$ cat config.mk
export PLATFORM = sky130hd
export DESIGN_NAME = instr_fetch
export DESIGN_NICKNAME = d
export VERILOG_FILES = /design/src/rtl/cpu_pkg.sv /design/src/rtl/fetch_fifo.sv /design/src/rtl/instr_fetch.sv
export SDC_FILE = /design/constraint.sdc
export NUM_CORES = 1
export LEC_CHECK = 0
export ABC_AREA = 1
export BUFFER_PORTS_ARGS = -buffer_cell sky130_fd_sc_hd__buf_2
export CORE_UTILIZATION = 45
export DETAILED_ROUTE_END_ITERATION = 16
export HOLD_SLACK_MARGIN = 0.12
export PLACE_DENSITY = 0.62
export SLEW_MARGIN = 15
export SYNTH_ARGS = -nofsm -noshare
export SYNTH_HDL_FRONTEND = slang
export SYNTH_SLANG_ARGS = --single-unit
$ cat constraint.sdc
create_clock -name clk -period 13.2 [get_ports clk]
set_input_delay 1.32 -clock clk [delete_from_list [all_inputs] [get_ports clk]]
set_output_delay 1.32 -clock clk [all_outputs]
set_load 0.02 [all_outputs]
$ cat src/rtl/cpu_pkg.sv
// rtl/cpu_pkg.sv - shared types and widths for the instruction fetch path
package cpu_pkg;

  localparam int HALF_W = 16;
  localparam int ADDR_W = 32;

  typedef enum logic [1:0] {
    IDLE = 2'd0,
    REQ  = 2'd1,
    DROP = 2'd2
  } fetch_state_t;

  typedef struct packed {
    logic [ADDR_W-1:0] pc;
    logic [HALF_W-1:0] instr;
  } fetch_entry_t;

endpackage

$ cat src/rtl/fetch_fifo.sv
// rtl/fetch_fifo.sv - halfword FIFO taking up to two pushes and one pop per cycle
module fetch_fifo
  import cpu_pkg::*;
#(
  parameter int DEPTH = 4
) (
  input  logic                   clk,
  input  logic                   rst_n,
  input  logic                   i_flush,
  input  logic                   i_push_lo,
  input  fetch_entry_t           i_lo,
  input  logic                   i_push_hi,
  input  fetch_entry_t           i_hi,
  input  logic                   i_pop,
  output fetch_entry_t           o_head,
  output logic [$clog2(DEPTH):0] o_count
);

  localparam int PTR_W = $clog2(DEPTH);
  localparam int CNT_W = PTR_W + 1;

  fetch_entry_t     r_mem [DEPTH];
  logic [PTR_W-1:0] r_wr_ptr;
  logic [PTR_W-1:0] r_rd_ptr;
  logic [CNT_W-1:0] r_count;

  fetch_entry_t     w_first;
  logic             w_any_push;
  logic             w_two_push;
  logic             w_do_pop;
  logic [PTR_W-1:0] w_wr_ptr_p1;
  logic [CNT_W-1:0] w_push_n;

  // A lone high half takes the first free slot, same as a lone low half.
  assign w_first     = i_push_lo ? i_lo : i_hi;
  assign w_any_push  = i_push_lo | i_push_hi;
  assign w_two_push  = i_push_lo & i_push_hi;
  assign w_do_pop    = i_pop && (r_count != '0);
  assign w_wr_ptr_p1 = r_wr_ptr + PTR_W'(1);
  assign w_push_n    = w_two_push ? CNT_W'(2) : (w_any_push ? CNT_W'(1) : '0);

  always_ff @(posedge clk) begin
    if (!i_flush && w_any_push) begin
      r_mem[r_wr_ptr] <= w_first;
      if (w_two_push) begin
        r_mem[w_wr_ptr_p1] <= i_hi;
      end
    end
  end

  always_ff @(posedge clk or negedge rst_n) begin
    if (!rst_n) begin
      r_wr_ptr <= '0;
      r_rd_ptr <= '0;
      r_count  <= '0;
    end else if (i_flush) begin
      r_wr_ptr <= '0;
      r_rd_ptr <= '0;
      r_count  <= '0;
    end else begin
      r_wr_ptr <= r_wr_ptr + PTR_W'(w_push_n);
      if (w_do_pop) begin
        r_rd_ptr <= r_rd_ptr + PTR_W'(1);
      end
      r_count <= r_count + w_push_n - CNT_W'(w_do_pop);
    end
  end

  assign o_head  = r_mem[r_rd_ptr];
  assign o_count = r_count;

endmodule

$ cat src/rtl/instr_fetch.sv
// rtl/instr_fetch.sv - fetches 32-bit words, splits them into halfwords and feeds decode
module instr_fetch
  import cpu_pkg::*;
#(
  parameter logic [ADDR_W-1:0] RESET_PC = 32'h0000_0000,
  parameter int                DEPTH    = 4
) (
  input  logic              clk,
  input  logic              reset,
  output logic              imem_req,
  output logic [ADDR_W-1:0] imem_addr,
  input  logic              imem_ack,
  input  logic [31:0]       imem_rdata,
  output logic [HALF_W-1:0] instruction,
  output logic [ADDR_W-1:0] PC_out,
  output logic              instr_valid,
  input  logic              instr_ready,
  input  logic              redirect,
  input  logic [ADDR_W-1:0] redirect_pc
);

  localparam int               CNT_W    = $clog2(DEPTH) + 1;
  localparam logic [CNT_W-1:0] ROOM_MAX = CNT_W'(DEPTH - 2);

  fetch_state_t      r_state;
  fetch_state_t      w_state_nxt;
  logic [ADDR_W-1:0] r_fetch_pc;
  logic [ADDR_W-1:0] w_fetch_pc_nxt;
  logic              r_skip_low;
  logic              w_skip_nxt;
  logic [ADDR_W-1:0] r_drop_addr;
  logic [ADDR_W-1:0] w_drop_addr_nxt;

  logic              w_ack;
  logic              w_pop;
  logic              w_fill;
  logic [CNT_W-1:0]  w_count;
  logic [CNT_W-1:0]  w_fill_n;
  logic [CNT_W-1:0]  w_count_after;
  logic              w_room_now;
  logic              w_room_after;
  fetch_entry_t      w_lo;
  fetch_entry_t      w_hi;
  fetch_entry_t      w_head;
  logic              w_unused;

  assign w_unused = redirect_pc[0];

  assign w_ack       = imem_req & imem_ack;
  assign instr_valid = (w_count != '0);
  // A redirect squashes the pop: the flushed head was never consumed.
  assign w_pop       = instr_valid & instr_ready & ~redirect;
  assign w_fill      = (r_state == REQ) & w_ack & ~redirect;

  assign w_fill_n      = r_skip_low ? CNT_W'(1) : CNT_W'(2);
  assign w_count_after = w_count + w_fill_n - CNT_W'(w_pop);
  assign w_room_now    = (w_count <= ROOM_MAX);
  assign w_room_after  = (w_count_after <= ROOM_MAX);

  assign w_lo.pc    = r_fetch_pc;
  assign w_lo.instr = imem_rdata[15:0];
  assign w_hi.pc    = r_fetch_pc + ADDR_W'(2);
  assign w_hi.instr = imem_rdata[31:16];

  fetch_fifo #(
    .DEPTH (DEPTH)
  ) u_fifo (
    .clk       (clk),
    .rst_n     (reset),
    .i_flush   (redirect),
    .i_push_lo (w_fill & ~r_skip_low),
    .i_lo      (w_lo),
    .i_push_hi (w_fill),
    .i_hi      (w_hi),
    .i_pop     (w_pop),
    .o_head    (w_head),
    .o_count   (w_count)
  );

  always_comb begin
    w_state_nxt     = r_state;
    w_fetch_pc_nxt  = r_fetch_pc;
    w_skip_nxt      = r_skip_low;
    w_drop_addr_nxt = r_drop_addr;

    unique case (r_state)
      IDLE: begin
        if (redirect || w_room_now) begin
          w_state_nxt = REQ;
        end
      end
      REQ: begin
        if (redirect) begin
          // The bus transfer cannot be cancelled, so hold the old address until it acks.
          if (!w_ack) begin
            w_state_nxt     = DROP;
            w_drop_addr_nxt = r_fetch_pc;
          end
        end else if (w_ack) begin
          w_fetch_pc_nxt = r_fetch_pc + ADDR_W'(4);
          w_skip_nxt     = 1'b0;
          w_state_nxt    = w_room_after ? REQ : IDLE;
        end
      end
      DROP: begin
        if (w_ack) begin
          w_state_nxt = REQ;
        end
      end
      default: w_state_nxt = IDLE;
    endcase

    if (redirect) begin
      w_fetch_pc_nxt = {redirect_pc[ADDR_W-1:2], 2'b00};
      w_skip_nxt     = redirect_pc[1];
    end
  end

  always_ff @(posedge clk or negedge reset) begin
    if (!reset) begin
      r_state     <= IDLE;
      r_fetch_pc  <= {RESET_PC[ADDR_W-1:2], 2'b00};
      r_skip_low  <= RESET_PC[1];
      r_drop_addr <= '0;
    end else begin
      r_state     <= w_state_nxt;
      r_fetch_pc  <= w_fetch_pc_nxt;
      r_skip_low  <= w_skip_nxt;
      r_drop_addr <= w_drop_addr_nxt;
    end
  end

  assign imem_req    = (r_state != IDLE);
  assign imem_addr   = (r_state == DROP) ? r_drop_addr : r_fetch_pc;
  assign instruction = instr_valid ? w_head.instr : '0;
  assign PC_out      = instr_valid ? w_head.pc : '0;

endmodule

== Yosys cells after proc, flatten, opt, wreduce, memory -nomap -nowiden ==
Memory sizes are Yosys's and may differ from the RTL's.
Cells that the tools add are included.

* Flip-flop bits (word level): 74
* Memory bits (writable): 192
* Input bits: 69
* Output and inout bits: 82
* Memories kept: 1

{| class="wikitable"
|+ Memory list
! name !! depth !! width !! rd ports !! clocked after Yosys merged registers in !! write ports !! RTL line !! source
|-
| u_fifo.r_mem || 4 || 48 || 1 || 0 || 2 || fetch_fifo.sv:22 || <nowiki>fetch_entry_t r_mem [DEPTH];</nowiki>
|}

* Add/sub/neg operators: 9
* Order comparisons: 2
* Equal/unequal tests: 6
* Multiplexer cells: 29
* Bitwise operators: 11
* Reduce and logical (&&, ||, !) cells: 13

{| class="wikitable"
|+ Operators with widths
! kind !! number
|-
| $mux W32 || 5
|-
| $mux W48 || 1
|-
| $add A32 B2 Y32 const B || 1
|-
| $add A32 B3 Y32 const B || 1
|-
| $mux W2 || 9
|-
| $mux W16 || 1
|-
| $mux W1 || 10
|-
| $reduce_bool A2 Y1 || 4
|-
| $and A1 B1 Y1 || 7
|-
| $le A3 B2 Y1 const B || 2
|-
| $mux W3 || 2
|-
| $ne A3 B3 Y1 const B || 2
|-
| $pmux W2 S3 || 1
|-
| $sub A3 B1 Y3 || 2
|-
| $add A2 B1 Y2 const B || 2
|-
| $ne A2 B2 Y1 const B || 2
|-
| $reduce_and A4 Y1 || 1
|-
| $add A3 B2 Y3 || 1
|-
| $add A3 B3 Y3 || 1
|-
| $not A1 Y1 || 3
|-
| $reduce_and A3 Y1 || 1
|-
| $reduce_bool A3 Y1 || 1
|-
| $add A2 B2 Y2 || 1
|-
| $eq A2 B1 Y1 const B || 1
|-
| 7 further kinds || 8
|}

== Logic depth before layout (Yosys ltp) ==
Gate-level depths: netlist of run 1.

* Depth in word-level cells: 11
* Depth in mapped cells: 16
* Depth with buffers taken out: 15

== Modules after synthesis ==
Synthesis of run 1 repeated with hierarchy kept, for this count alone.

* Cells, all modules: 1805
* Area, all modules: 14624.0 um2

{| class="wikitable"
|+ Modules (own cells, without submodules)
! module !! times used !! cells each !! area each (um2) !! seq. area each (um2)
|-
| fetch_fifo || 1 || 1116 || 10221.1 || 5940.7
|-
| instr_fetch || 1 || 689 || 4403.0 || 1576.5
|}

== Worst setup path after synthesis of run 1 ==
Ideal clock, no wire load.

* Path kind: input to register
* Start point: in imem_ack
* End point: mem u_fifo.r_mem[3][0] (netlist bit), enable pin
* Arrival: 4.980 ns
* Required time: 12.683 ns
* Path slack: 7.703 ns
* Cell stages on the path: 4
* Cell sequence: nand2_4 nor2_8 nand3_1 o21ai_0

{| class="wikitable"
|+ RTL lines
! element !! RTL line !! source
|-
| from (decl) || instr_fetch.sv:12 || <nowiki>input logic imem_ack,</nowiki>
|-
| to (decl) || fetch_fifo.sv:22 ||
|}

== Worst setup path after layout of run 1 ==
* Start point: reg u_fifo.r_rd_ptr[0]
* End point: out PC_out[12]

* Longest elaborated chain between the ends: 2

{| class="wikitable"
|+ RTL lines
! element !! RTL line !! source
|-
| from (decl) || fetch_fifo.sv:24 || <nowiki>logic [PTR_W-1:0] r_rd_ptr;</nowiki>
|-
| from (signal assigned) || fetch_fifo.sv:63 || <nowiki>r_rd_ptr <= r_rd_ptr + PTR_W'(1);</nowiki>
|-
| $mem_v2 Z4 W48 || n/a ||
|-
| $mux W32 || instr_fetch.sv:136 || <nowiki>assign PC_out = instr_valid ? w_head.pc : '0;</nowiki>
|-
| to (decl) || instr_fetch.sv:15 || <nowiki>output logic [ADDR_W-1:0] PC_out,</nowiki>
|}

Every way passes these cells.

==> impl_metrics.env, run 1 <==
export IMPL_status="finished, final reports clean"
export IMPL_ant_nets=0
export IMPL_finalSetupViolCount=0
export IMPL_finalHoldViolCount=0
export IMPL_ys_seq_area_share_pct=57.9
export IMPL_clock_sinks=258
export IMPL_nFillCells=2541
export IMPL_num_vias=9621
export IMPL_worstSetupPathType="reg -> out"
export IMPL_path_max_fanout=51
export IMPL_vias_per_cell=5.13
export IMPL_avgSynthCellArea_um2=8.60
export IMPL_clock_path_buffers=3
export IMPL_synth_top_area_share_pct=44.2
export IMPL_rows=61
export IMPL_cap_violations=0
export IMPL_crit_arrival_ns=2.84
export IMPL_worst_pin_slew_ns=1.05
export IMPL_ff_latch_area_um2=7400
export IMPL_cts_resized_gates=0
export IMPL_slew_viol_final=0
export IMPL_nets=1554
export IMPL_root_buffer="clkbuf_16"
export IMPL_ys_ff_latch=258
export IMPL_rsz0062_at_grt="no"
export IMPL_grt_pass1_vias=8925
export IMPL_grt_pass1_wl_mm=48.6
export IMPL_multi_input_area_um2=4270
export IMPL_end_kind="output port"
export IMPL_p_per_area_nw_per_um2=194
export IMPL_leakagePower_uw=0.00598
export IMPL_syn_cell_area_um2=12800
export IMPL_yosys_top_cells_count="nor2_1 (291), nand2_1 (257), edfxtp_1 (188)"
export IMPL_async_flop_share_pct=27.1
export IMPL_critical_path_max_stage_delay_ns=0.59
export IMPL_yosysWarnings=0
export IMPL_finalNonFillerCells=1875
export IMPL_areaGrowthSynthToFinish_pct=11.8
export IMPL_tns_ns=0
export IMPL_die_area_um2=29100
export IMPL_drt_pass1_iterations=8
export IMPL_grt_max_degree=96
export IMPL_max_vdd_ir_drop_mv=0.114
export IMPL_postCtsHoldBufs=0
export IMPL_die_w_um=170
export IMPL_crit_slowest_cell="inv_2"
export IMPL_drc=0
export IMPL_die_h_um=170
export IMPL_synth_area_top_cells="edfxtp_1 (44%), dfrtp_1 (14%), nor2_1 (8.5%)"
export IMPL_dpl_hpwl_mm=19.1
export IMPL_gp_congestion=0.845
export IMPL_relSlewSlack_pct=29.8
export IMPL_htreeDepth=1
export IMPL_dp_cells=1822
export IMPL_hold_path_class="reg -> reg"
export IMPL_crit_chain="inv_2 > buf_4 > o21ai_0 > a21oi_1 > buf_2"
export IMPL_drt_iter0_drc=737
export IMPL_io_pins=151
export IMPL_cts_made_buffers=29
export IMPL_wl_per_cell_um=16.5
export IMPL_crit_path_start_kind="register"
export IMPL_start_util_pct=45.9
export IMPL_insertion_delay_ns=0.55
export IMPL_cts_tree="built"
export IMPL_final_layout_size_suffix_gt1_share_pct=15.0
export IMPL_synth_top_area_cell="edfxtp_1"
export IMPL_fmax_mhz=241
export IMPL_gr_usage_all_layers_pct=21.7
export IMPL_wl_mm=30.9
export IMPL_io_buffer_count=146
export IMPL_post_cts_buffers=0
export IMPL_yosysMostFrequentCell="nor2_1"
export IMPL_antenna_found_initial=0
export IMPL_synthCells=1486
export IMPL_period_share_pct=31.5
export IMPL_grt_ovfl_total=0
export IMPL_ys_types=35
export IMPL_hold_ws_ns=0.486
export IMPL_cp_required_ns=11.88
export IMPL_fin_skew_ns=0.0108
export IMPL_coreArea_um2=27900
export IMPL_period_needed_ns=4.16
export IMPL_clkTransAtPathRegs_ns=0.06
export IMPL_synthFlopType="edfxtp_1"
export IMPL_synth_edf_count=188
final cells by class:
type                            instances  share of cell area [%]
Antenna cell                            1                  0.0175
Clock buffer                           32                    5.16
Clock inverter                         20                    1.61
Inverter                               95                    2.55
Multi-Input combinational cell        935                    29.9
Sequential cell                       258                    51.8
Tap cell                              378                    3.31
Timing Repair Buffer                  156                    5.64
path summary, 6_finish.rpt:
kind                                          from             endpoint  slack, ns  cells after the start
max in group asynchronous                    reset   u_fifo.r_rd_ptr[0]      11.55                      2
worst min register to register     r_drop_addr[28]      r_drop_addr[28]       0.49                      2
min in group asynchronous                    reset      r_drop_addr[22]       0.99                      2
worst max-delay path            u_fifo.r_rd_ptr[0]           PC_out[12]       9.04                      5
worst max register to register          r_state[1]  u_fifo.r_mem[3][30]      10.21                      6
worst min-delay path               r_drop_addr[28]      r_drop_addr[28]       0.49                      2
metrics by stage:
step / power [uW] / utilization, % / setup slack [ns] / instance area (um2)
6_report: 2760 / 51.3 / 9.04 / 14300
5_1_grt: 2920 / 51.3 / 8.86 / 14300
4_1_cts: 2790 / 51.3 / 9.01 / 14300
3_5_place_dp: 1970 / 47.8 / 9.00 / 13300
3_3_place_gp: 1950 / 47.8 / 8.97 / 13300
2_1_floorplan: 1720 / - / 7.70 / 12800
per-layer routing:
| layer | track usage (%) | wire length, um | up-vias |
|---|---|---|---|
| met4 | 7.01 | 754 | 0 |
| met1 | 31.1 | 14100 | 4477 |
| li1 | - | - | 4761 |
| met3 | 2.91 | 2140 | 50 |
| met5 | 0 | 0 | - |
| met2 | 34.2 | 13900 | 333 |
state kept, by name, indices dropped and copies added (netlist names):
signal and cells:
u_fifo.r_mem 188, r_drop_addr 30, r_state 2, r_skip_low 1, u_fifo.r_wr_ptr 2, r_fetch_pc 30
u_fifo.r_rd_ptr 2, u_fifo.o_count 3
worst max-delay path, delay by kind of cell, from the launching register on:
kind	cells	cell delay [ns]
compound gates	2	0.51
buf+inv	3	1.34
flops	1	0.40
power by group:
group	internal, uW	switching, uW
combinational	246	599
clock	498	319
sequential	1010	90.8
total	1750	1010
cell families after synthesis:
group / Yosys count / synth area share, %
simple gates: 608 / 18.8
compound gates: 302 / 12.1
buf+inv: 295 / 9.18
flops: 258 / 57.9
xor+xnor: 12 / 0.823
fa+ha+maj: 10 / 1.10
other cells: 1 / 0.0294
layout by cell type (no fill, tap or decap), types with 2 or more instances in the layout:
cell | Yosys | final
a21oi_1 | 81 | 81
buf_2 | 25 | 146
buf_4 | 3 | 10
bufinv_16 | 0 | 5
clkbuf_1 | 166 | 3
clkbuf_16 | 0 | 29
clkinv_1 | 0 | 7
clkinv_2 | 0 | 5
clkinv_4 | 1 | 2
conb_1 | 1 | 3
dfrtp_1 | 70 | 69
edfxtp_1 | 188 | 188
fa_1 | 2 | 2
ha_1 | 8 | 8
inv_1 | 86 | 86
inv_2 | 7 | 7
nand2_1 | 257 | 256
nand2_2 | 3 | 4
nand2_4 | 3 | 3
nand3_1 | 45 | 44
nor2_1 | 291 | 291
nor3_1 | 3 | 3
o211ai_1 | 8 | 8
o21ai_0 | 178 | 175
o21ai_1 | 28 | 28
o21ai_4 | 0 | 3
o21bai_1 | 4 | 4
o221ai_1 | 2 | 2
xnor2_1 | 2 | 2
xor2_1 | 10 | 10
(Power assumes the default switching activity.)
==> run 2, diff against run 1 <==
==> constraint.sdc (replaced) <==
create_clock -name clk -period 4.2 [get_ports clk]
set_input_delay 0.42 -clock clk [delete_from_list [all_inputs] [get_ports clk]]
set_output_delay 0.42 -clock clk [all_outputs]
set_load 0.02 [all_outputs]
==> run 2 against run 1 <==
Against the previous run: sequential power rose to 3.2 times the previous value; utilization up 0.48 points; non-clock buffer count up 19; critical endpoint unchanged; largest cell class unchanged; largest power group unchanged.
==> impl_metrics.env, run 2 (synthesis results as in run 1) <==
export IMPL_coreArea_um2=27900
export IMPL_die_w_um=170
export IMPL_rows=61
export IMPL_cp_required_ns=3.78
export IMPL_grt_max_degree=96
export IMPL_grt_ovfl_total=0
export IMPL_largest_reg_flops=188
export IMPL_min_from="imem_ack"
export IMPL_min_delay_path_depth=2
export IMPL_areaGrowthSynthToFinish_pct=12.8
export IMPL_dp_cells=1826
export IMPL_design_area_um2=14400
export IMPL_relSlewSlack_pct=28.6
export IMPL_io_buffer_count=146
export IMPL_cp_common_cell="nor2_1"
export IMPL_period_share_pct=71.8
export IMPL_hold_path_class="in -> reg"
export IMPL_drt_pass1_iterations=5
export IMPL_root_buffer="clkbuf_16"
export IMPL_min_to="r_state[1]"
export IMPL_worst_pin_slew_ns=1.07
export IMPL_cap_violations=0
export IMPL_cts_tree="built"
export IMPL_die_h_um=170
export IMPL_io_pins=151
export IMPL_cts_made_buffers=29
export IMPL_wl_mm=31.4
export IMPL_tns_ns=0
export IMPL_gp_congestion=0.837
export IMPL_num_vias=9733
export IMPL_final_layout_size_suffix_gt1_share_pct=14.9
export IMPL_start_util_pct=45.9
export IMPL_finalSetupViolCount=0
export IMPL_worstSetupPathType="reg -> out"
export IMPL_rsz0062_at_grt="no"
export IMPL_cts_resized_gates=0
export IMPL_wl_per_cell_um=16.6
export IMPL_antenna_found_initial=1
export IMPL_nets=1573
export IMPL_reg2reg_to="u_fifo.r_mem[0][4]"
export IMPL_end_kind="output port"
export IMPL_finalHoldViolCount=0
export IMPL_leakagePower_uw=0.00604
export IMPL_insertedDiodeCount=0
export IMPL_fin_skew_ns=0.00807
export IMPL_placedInstanceArea_um2=13300
export IMPL_fmax_mhz=331
export IMPL_die_area_um2=29100
export IMPL_drc=0
export IMPL_slew_viol_final=0
export IMPL_regToRegStartpoint="r_state[1]"
export IMPL_ant_nets=0
export IMPL_crit_slowest_cell="buf_4"
export IMPL_grt_pass1_vias=8853
export IMPL_p_per_area_nw_per_um2=595
export IMPL_htreeDepth=1
export IMPL_dpl_hpwl_mm=19.3
export IMPL_clock_path_buffers=3
export IMPL_top_register="u_fifo.r_mem"
export IMPL_clkTransAtPathRegs_ns=0.06
export IMPL_grt_pass1_wl_mm=48.6
export IMPL_r2r_cells=6
export IMPL_insertion_delay_ns=0.54
export IMPL_finalNonFillerCells=1894
export IMPL_finalPower_uw=8580
export IMPL_path_max_fanout=95
export IMPL_largestRegisters="u_fifo.r_mem x188, r_drop_addr x30, r_fetch_pc x30"
export IMPL_crit_arrival_ns=2.60
export IMPL_worst_r2r_setup_slack_ns=1.57
export IMPL_period_needed_ns=3.02
export IMPL_mostFrequentLayoutCell="nor2_1"
export IMPL_gr_usage_all_layers_pct=21.8
export IMPL_mostFrequentLayoutCells="nor2_1 (291), nand2_1 (256), edfxtp_1 (188), o21ai_0 (175), buf_2 (146)"
export IMPL_status="finished, final reports clean"
export IMPL_vias_per_cell=5.14
export IMPL_max_vdd_ir_drop_mv=0.300
export IMPL_drt_iter0_drc=902
export IMPL_crit_chain="buf_4 > nor2_1 > nor2_1 > o21ai_0 > a21oi_1 > buf_2"
export IMPL_clock_sinks=258
export IMPL_critical_path_max_stage_delay_ns=0.81
export IMPL_crit_path_start_kind="register"
[run 2: final cells by class]
class,count,area [um2]
multi-input combinational,935,4270
timing repair buffer,175,986
clock buffer,49,902
clock inverter,4,21.3
tap,378,473
inverter,95,364
sequential,258,7400
fill,2568,13400
[run 2: worst max path at each step]
stage                             startpoint                  end  slack, ns  depth (start not counted)
final                     u_fifo.r_rd_ptr[0]           PC_out[12]       1.18                          6
after global routing      u_fifo.r_rd_ptr[0]           PC_out[11]       0.98                          6
after CTS                 u_fifo.r_rd_ptr[0]           PC_out[12]       1.14                          6
after detailed placement            redirect  u_fifo.r_mem[0][43]       1.32                          5
after global placement              redirect  u_fifo.r_mem[0][43]       1.34                          5
after floorplan                   r_state[1]   u_fifo.r_mem[0][0]       0.49                          5
[run 2: worst max-delay path: cells and delay by family (launching register included)]
family          cells  cell delay [ns]
buf+inv             2             1.04
compound gates      2             0.41
flops               1             0.36
simple gates        2             0.22
[run 2: routing by layer]
| metal | track usage, % | vias up | part of all wire [%] | routed length (um) |
|---|---|---|---|---|
| li1 | - | 4790 | - | - |
| met4 | 5.68 | 0 | 1.8 | 560 |
| met3 | 3.03 | 39 | 6.4 | 2000 |
| met1 | 31.6 | 4610 | 46 | 14400 |
| met5 | 0 | - | 0 | 0 |
| met2 | 34.6 | 294 | 46 | 14400 |
[run 2: report_power, final]
part | internal [uW] | leakage, uW | switching, uW
registers | 3180 | 0.00259 | 297
logic | 789 | 0.00300 | 1890
clock network | 1450 | 0.000452 | 980
total | 5410 | 0.00604 | 3160
[run 2: what timing repair did]
| action | CTS | global route |
|---|---|---|
| endpoints found under the hold margin | 52 | 0 |
| setup buffers | 0 | 0 |
| hold buffers | 15 | 0 |
[run 2: through the flow]
| step | utilization (%) | setup slack, ns | hold WS (ns) |
|---|---|---|---|
| after floorplan | - | 0.491 | 0.124 |
| after global placement | 47.9 | 1.34 | 0.467 |
| after detailed placement | 47.9 | 1.32 | 0.477 |
| after CTS | 51.7 | 1.14 | 0.125 |
| after global routing | 51.7 | 0.976 | 0.142 |
| final | 51.7 | 1.18 | 0.152 |
==> run 3, diff against run 2 <==
--- a/config.mk
+++ b/config.mk
@@ -10,7 +10,7 @@
 export CORE_UTILIZATION = 45
 export DETAILED_ROUTE_END_ITERATION = 16
 export HOLD_SLACK_MARGIN = 0.12
-export PLACE_DENSITY = 0.62
+export PLACE_DENSITY = 0.65
 export SLEW_MARGIN = 15
 export SYNTH_ARGS = -nofsm -noshare
 export SYNTH_HDL_FRONTEND = slang
==> constraint.sdc (replaced) <==
create_clock -name clk -period 2.76 [get_ports clk]
set_input_delay 0.276 -clock clk [delete_from_list [all_inputs] [get_ports clk]]
set_output_delay 0.276 -clock clk [all_outputs]
set_load 0.02 [all_outputs]
==> run 3 against run 2 <==
Against the previous run: register-to-register slack lost 1.2 ns; critical endpoint is now PC_out[16]; setup slack worse by 1.1 ns; critical path type unchanged; non-clock buffer count grew 64; global-route usage up 0.44 points.
==> impl_metrics.env, run 3 (synthesis results as in run 1) <==
export IMPL_min_delay_path_depth=3
export IMPL_cts_tree="built"
export IMPL_root_buffer="clkbuf_16"
export IMPL_wl_per_cell_um=16.4
export IMPL_io_pins=151
export IMPL_num_vias=10000
export IMPL_rsz0062_at_grt="no"
export IMPL_htreeDepth=1
export IMPL_dpl_hpwl_mm=20.3
export IMPL_drt_pass1_iterations=5
export IMPL_insertion_delay_ns=0.53
export IMPL_top_register="u_fifo.r_mem"
export IMPL_clock_path_buffers=3
export IMPL_worst_pin_slew_ns=0.711
export IMPL_coreArea_um2=27900
export IMPL_grt_pass1_wl_mm=50.0
export IMPL_slew_viol_final=0
export IMPL_fin_skew_ns=0.00907
export IMPL_rows=61
export IMPL_hold_path_class="in -> reg"
export IMPL_crit_slowest_cell="dfrtp_4"
export IMPL_path_max_fanout=64
export IMPL_mostFrequentLayoutCells="nor2_1 (291), nand2_1 (256), edfxtp_1 (188), o21ai_0 (175), buf_2 (146)"
export IMPL_vias_per_cell=5.13
export IMPL_die_area_um2=29100
export IMPL_drt_iter0_drc=889
export IMPL_nets=1635
export IMPL_finalSetupViolCount=0
export IMPL_gr_usage_all_layers_pct=22.3
export IMPL_ant_nets=0
export IMPL_worstSetupPathType="reg -> out"
export IMPL_relSlewSlack_pct=52.6
export IMPL_grt_max_degree=65
export IMPL_status="finished, final reports clean"
export IMPL_finalHoldViolCount=0
export IMPL_fmax_mhz=378
export IMPL_r2r_cells=8
export IMPL_setup_ws_ns=0.111
export IMPL_io_buffer_count=146
export IMPL_worst_path_stages=5
export IMPL_cap_violations=0
export IMPL_drc=0
export IMPL_antenna_found_initial=1
export IMPL_tns_ns=0
export IMPL_crit_arrival_ns=2.37
export IMPL_crit_chain="clkinv_2 > buf_12 > o21ai_0 > a21oi_1 > buf_2"
export IMPL_crit_family="buffers and inverters"
export IMPL_grt_pass1_vias=9448
export IMPL_clkTransAtPathRegs_ns=0.06
export IMPL_critical_path_max_stage_delay_ns=0.60
export IMPL_largest_reg_flops=188
export IMPL_worst_r2r_setup_slack_ns=0.34
export IMPL_gp_congestion=0.860
export IMPL_grt_ovfl_total=0
export IMPL_crit_path_start_kind="register"
export IMPL_max_vdd_ir_drop_mv=0.596
export IMPL_end_kind="output port"
export IMPL_largestRegisters="u_fifo.r_mem x188, r_drop_addr x30, r_fetch_pc x30"
export IMPL_mostFrequentLayoutCell="nor2_1"
export IMPL_period_needed_ns=2.65
export IMPL_start_util_pct=45.9
export IMPL_cp_required_ns=2.48
export IMPL_timing_critical_path_buf_inv=3
export IMPL_areaGrowthSynthToFinish_pct=17.6
export IMPL_wl_mm=32.1
export IMPL_period_share_pct=96.0
export IMPL_dp_worst_setup_slack_ns=0.411
export IMPL_die_w_um=170
export IMPL_final_layout_size_suffix_gt1_share_pct=15.4
export IMPL_insertedDiodeCount=0
export IMPL_die_h_um=170
export IMPL_p_per_area_nw_per_um2=864
export IMPL_leakagePower_uw=0.00630
export IMPL_clock_sinks=258
export IMPL_cts_made_buffers=27
## run 3: repair_timing
item                       in CTS  in global routing
pin swaps                       0                  0
buffers inserted                0                  0
gates cloned                    0                  0
setup endpoints to repair       1                  4
hold endpoints to repair      123                  0
gates resized for setup         3                  2
hold buffers                   61                  0
## run 3: where the power goes
| part | internal, uW | leakage, uW | switching [uW] |
|---|---|---|---|
| Sequential | 4830 | 0.00258 | 490 |
| Clock | 1940 | 0.000401 | 1470 |
| Combinational | 1350 | 0.00331 | 2900 |
| Total | 8120 | 0.00630 | 4860 |
## run 3: layout make-up
class	count	area, um2
fillers	2468	12800
flip-flops and latches	258	7400
multi-input cells	935	4270
repair buffers	239	1690
clock buffers	34	722
well taps	378	473
inverters	95	365
clock inverters	15	101
## run 3: worst paths after layout
| check | endpoint | startpoint |
|---|---|---|
| worst max-delay path | PC_out[16] | u_fifo.r_rd_ptr[0] |
| worst min-delay path | u_fifo.r_mem[0][11] | imem_rdata[11] |
| worst max register to register | u_fifo.r_mem[0][8] | r_state[1] |
| worst min register to register | r_drop_addr[19] | r_drop_addr[19] |
| max in group asynchronous | r_fetch_pc[25] | reset |
| min in group asynchronous | r_drop_addr[21] | reset |
## run 3: worst register-to-register path, delay by kind of cell (launching register included)
kind | cells | cell delay, ns
buffers and inverters | 2 | 0.77
AND/OR/NAND/NOR | 5 | 0.88
AO/OA/AOI/OAI | 1 | 0.09
flip-flops | 1 | 0.44
## run 3: through the flow
stage               hold WS (ns)  utilization [%]  instances  power (uW)  instance area [um2]
floorplan                -0.0196                -       1488        8200                12800
global placement           0.319             48.7       1844        9460                13600
detailed placement         0.310             48.7       1844        9540                13600
CTS                        0.122             53.9       1954       13000                15000
global route               0.141             53.9       1954       13700                15000
finish                     0.136             53.9       1954       13000                15000
## run 3: routing by layer
metal / track usage [%] / routed length (um) / vias to the layer above
met5: 0 / 13 / -
met4: 6.58 / 617 / 2
met2: 36.2 / 14900 / 339
met3: 3.22 / 2020 / 47
met1: 31.0 / 14600 / 4725
li1: - / - / 4920
